$ cat config.mk
export PLATFORM = sky130hd
export DESIGN_NAME = pwm_multi_ch
export DESIGN_NICKNAME = d
export VERILOG_FILES = /design/src/rtl/pwm_multi_ch.sv
export SDC_FILE = /design/constraint.sdc
export NUM_CORES = 1
export LEC_CHECK = 0
export ABC_AREA = 1
export CORE_MARGIN = 2
export CORE_UTILIZATION = 30
export DETAILED_ROUTE_END_ITERATION = 16
export SLEW_MARGIN = 20
export SYNTH_ARGS = -nofsm -noshare
export SYNTH_HDL_FRONTEND = slang
export SYNTH_SLANG_ARGS = --single-unit
export TNS_END_PERCENT = 1
$ cat constraint.sdc
create_clock -name clk -period 1.91 [get_ports clk]
set_clock_uncertainty 0.2 [all_clocks]
set_input_delay 0.191 -clock clk [delete_from_list [all_inputs] [get_ports clk]]
set_output_delay 0.191 -clock clk [all_outputs]
set_load 0.02 [all_outputs]
$ cat src/rtl/pwm_multi_ch.sv
// Multi-channel PWM generator: one shared period counter, per-channel duty
// compare, double-buffered period/duty/mode that take effect at a period boundary.
`timescale 1ns/1ps
module pwm_multi_ch #(
    parameter int unsigned WIDTH    = 8,
    parameter int unsigned CHANNELS = 4
) (
    input  logic                              clk,
    input  logic                              resetn,
    input  logic                              enable,
    input  logic                              center,
    input  logic                              wr_en,
    input  logic [$clog2(CHANNELS+1)-1:0]     wr_addr,
    input  logic [WIDTH-1:0]                  wr_data,
    output logic [CHANNELS-1:0]               pwm_out,
    output logic                              period_start,
    output logic [WIDTH-1:0]                  count
);

    localparam int unsigned AW = $clog2(CHANNELS + 1);

    logic [WIDTH-1:0] period_sh;
    logic [WIDTH-1:0] period_act;
    logic [WIDTH-1:0] period_nx;
    logic [WIDTH-1:0] duty_sh  [CHANNELS];
    logic [WIDTH-1:0] duty_act [CHANNELS];
    logic [WIDTH-1:0] duty_nx  [CHANNELS];
    logic             mode_act;
    logic             dir_down;
    logic [WIDTH-1:0] count_nx;
    logic             dir_nx;
    logic             last_up;
    logic             boundary;
    logic             load;

    // Shadow values as they will be after this edge's write (also the bypass path)
    always_comb begin
        period_nx = period_sh;
        for (int unsigned i = 0; i < CHANNELS; i++) begin
            duty_nx[i] = duty_sh[i];
        end
        if (wr_en && (wr_addr == '0)) begin
            period_nx = wr_data;
        end
        for (int unsigned i = 0; i < CHANNELS; i++) begin
            if (wr_en && (wr_addr == AW'(i + 1))) begin
                duty_nx[i] = wr_data;
            end
        end
    end

    // Boundary detection and next counter value; center is the always-written shadow mode
    always_comb begin
        last_up  = (count == period_act);
        boundary = 1'b0;
        count_nx = count;
        dir_nx   = dir_down;
        if (!mode_act) begin
            boundary = last_up;
        end else begin
            boundary = (dir_down && (count == WIDTH'(1))) ||
                       (!dir_down && last_up && (period_act <= WIDTH'(1)));
        end
        load = !enable || boundary;
        if (load) begin
            count_nx = '0;
            dir_nx   = 1'b0;
        end else if (!mode_act) begin
            count_nx = count + WIDTH'(1);
        end else if (!dir_down) begin
            if (last_up) begin
                count_nx = count - WIDTH'(1);
                dir_nx   = 1'b1;
            end else begin
                count_nx = count + WIDTH'(1);
            end
        end else begin
            count_nx = count - WIDTH'(1);
        end
    end

    // Shadow, active, counter and output compare registers
    always_ff @(posedge clk or negedge resetn) begin
        if (!resetn) begin
            period_sh  <= '1;
            period_act <= '1;
            for (int unsigned i = 0; i < CHANNELS; i++) begin
                duty_sh[i]  <= '0;
                duty_act[i] <= '0;
            end
            mode_act <= 1'b0;
            dir_down <= 1'b0;
            count    <= '0;
            pwm_out  <= '0;
        end else begin
            period_sh <= period_nx;
            for (int unsigned i = 0; i < CHANNELS; i++) begin
                duty_sh[i] <= duty_nx[i];
            end
            if (load) begin
                period_act <= period_nx;
                for (int unsigned i = 0; i < CHANNELS; i++) begin
                    duty_act[i] <= duty_nx[i];
                end
                mode_act <= center;
            end
            count    <= count_nx;
            dir_down <= dir_nx;
            for (int unsigned i = 0; i < CHANNELS; i++) begin
                pwm_out[i] <= enable && (count < duty_act[i]);
            end
        end
    end

    // First cycle of a period; forced low while reset is held
    assign period_start = resetn && enable && (count == '0) && !dir_down;

endmodule

==> impl_metrics.env <==
export IMPL_outcome="completed"
export IMPL_slew_viol_final=0
export IMPL_routed_via_density=4.74
export IMPL_drt_first_pass_iters=5
export IMPL_powerDensity_nw_per_um2=1440
export IMPL_critical_path_class="reg -> reg"
export IMPL_syn_num_nets=565
export IMPL_cp_end_kind="flop"
export IMPL_drt_antenna_violating_nets=0
export IMPL_fp_dieH_um=128
export IMPL_highest_layer="met4"
export IMPL_clock_latency_ns=0.34
export IMPL_max_slew_margin=0.664
export IMPL_yosys_warnings=0
export IMPL_required_ns=1.97
export IMPL_seq_power_share=0.331
export IMPL_finalSetupViolations=0
export IMPL_syn_inst=517
export IMPL_multiInputGateArea_um2=1900
export IMPL_final_nets=632
export IMPL_synthDistinctLibCells=29
export IMPL_final_layout_size_suffix_gt1_frac=0.173
export IMPL_power_switching_mw=3.12
export IMPL_area_growth_syn_to_layout_pct=26.8
export IMPL_synth_top_cell_by_area="dfrtp_1"
export IMPL_dp_hpwl_um=7680
export IMPL_track_usage=0.141
export IMPL_ys_ff_latch=94
export IMPL_final_cell_mix="124 x nand2_1, 79 x o21ai_0, 76 x dfrtp_1, 66 x inv_1, 32 x buf_4"
export IMPL_ys_seq_area_frac=0.514
export IMPL_rsz0062_at_grt="yes"
export IMPL_fp_dieW_um=128
export IMPL_clockBufferDepth=2
export IMPL_tightest_slew_ns=0.504
export IMPL_num_rows=45
export IMPL_wl_met3_um=375
export IMPL_ys_top_cells_by_area="dfrtp_1 42%, nand2_1 10%, dfstp_2 9.1%"
export IMPL_cts_buffers=9
export IMPL_clock_sinks=94
export IMPL_wl_met1_um=5560
export IMPL_hold_viol_final=0
export IMPL_min_path_type="in -> reg"
export IMPL_grt_overflow=0
export IMPL_initial_core_util=0.305
export IMPL_grt_max_degree=95
export IMPL_crit_fanout=18
export IMPL_final_seq_area_um2=2370
export IMPL_cell_internal_pwr_mw=5.34
export IMPL_diodes=0
export IMPL_whs_ns=0.207
export IMPL_postLayoutCoreUtil=0.387
export IMPL_cts_root_buf="clkbuf_16"
export IMPL_p_leak_nw=2.85
export IMPL_route_met2_wl_um=5550
export IMPL_pwr_share_clk=0.231
export IMPL_placeableCoreArea_um2=15100
export IMPL_grt_pass1_wl_um=17900
export IMPL_maxCapViolations=0
export IMPL_synth_top_cell_area_share=0.423
export IMPL_port_buffers=28
export IMPL_dr_total_vias=3682
export IMPL_vdd_ir_drop_max_v=0.000596
export IMPL_grt_pass1_vias=3508
export IMPL_netlist_area_um2=4620
export IMPL_syn_avg_cell_area_um2=8.93
export IMPL_min_period_over_period=0.996
export IMPL_period_needed_ns=1.90
export IMPL_clock_fmax_ghz=0.525
export IMPL_clk_pin_slew_ns=0.06
export IMPL_fillers=1463
export IMPL_io_pins=29
export IMPL_finalSetupTns_ns=0
export IMPL_start_kind="flop"
export IMPL_final_common_cell="nand2_1"
export IMPL_drc=0
export IMPL_p_comb_frac=0.438
export IMPL_h_tree_depth=3
export IMPL_wl_um=11700
export IMPL_die_area_um2=16400
export IMPL_cts_tree="done"
export IMPL_place_gp_congestion=0.858
export IMPL_cp_arrival_ns=1.96
export IMPL_switching_share=0.369
export IMPL_grt_antenna_before_repair=0
export IMPL_routedWlPerCell_um=15.1
export IMPL_drt_iter0_markers=165
power by group through the flow:
stage	Clock (mW)	Sequential [mW]	Combinational, mW
2_1_floorplan	0	2.97	2.02
3_3_place_gp	0	2.80	3.32
3_5_place_dp	0	2.82	3.39
4_1_cts	1.99	2.78	3.40
5_1_grt	2.08	2.86	4.17
6_report	1.95	2.80	3.71
worst max-delay path, cell delays in order (launching register included):
cell and delay (ns):
dfrtp_2 0.43, buf_12 0.15, xnor2_2 0.14, nand2_1 0.08, nor2_2 0.15, nand3_2 0.09, nand2_2 0.11, buf_6 0.15
clkbuf_16 0.19, nand2_1 0.05, o21ai_0 0.08
sequential cells by signal (all words and copies together) (netlist names):
name and cells:
count 8, period_sh 8, mode_act 1, duty_act 32, dir_down 1, pwm_out 4, period_act 8, duty_sh 32
per-stage QoR:
stage                     setup slack, ns  total power, mW  instance area (µm²)  instances
final                             0.00688             8.46                 5860        777
after global routing              -0.0932             9.11                 5860        777
after detailed placement           -0.135             6.21                 5330        753
after global placement            -0.0892             6.12                 5330        753
after CTS                          -0.107             8.18                 5660        770
after floorplan                   0.00395             4.99                 4620        517
final timing paths:
check                           start           end  slack, ns  depth (start not counted)
max                          count[1]  duty_act[29]      0.007                         10
max in group asynchronous      resetn      count[1]       0.83                          3
min                            center      mode_act       0.21                          3
max reg2reg                  count[1]  duty_act[29]      0.007                         10
min reg2reg                duty_sh[1]    duty_sh[1]       0.30                          2
min in group asynchronous      resetn      count[5]       0.29                          3
per-layer routing:
metal | vias up | global-route usage
met5 | - | 0
met4 | 0 | 0.0569
met3 | 15 | 0.0192
met2 | 73 | 0.221
met1 | 1787 | 0.197
li1 | 1807 | -
cells by family after synthesis:
| kind of cell | synth area share |
|---|---|
| AO/OA/AOI/OAI | 0.139 |
| XOR/XNOR | 0.0266 |
| adder cells (fa/ha/maj) | 0.0867 |
| buffers and inverters | 0.0862 |
| flip-flops | 0.514 |
| AND/OR/NAND/NOR | 0.148 |
cell type report:
| cell class | instances | share of cell area |
|---|---|---|
| Clock inverter | 5 | 0.0139 |
| Tap cell | 188 | 0.0402 |
| Timing Repair Buffer | 74 | 0.126 |
| Inverter | 73 | 0.0472 |
| Sequential cell | 94 | 0.406 |
| Clock buffer | 11 | 0.0415 |
| Multi-Input combinational cell | 332 | 0.325 |
cell usage after synthesis, drive strengths merged:
master,count
nor3,4
dfstp,16
o21ai,94
xor2,9
a211oi,4
buf,13
o31ai,1
nand4,4
a31oi,6
a21o,4
nand3b,2
nor2,13
dfrtp,78
ha,32
nand2,126
o21a,4
nand3,17
a21oi,7
clkbuf,5
inv,73
xnor2,5
timing repair:
item,in CTS,in global routing
cloned,0,4
endpoints found under the hold margin,78,0
endpoints found under the setup margin,47,51
gates resized for setup,12,27
pin swaps,0,5
buffers inserted,0,3
hold buffers,1,0
(Power assumes the default switching activity.)
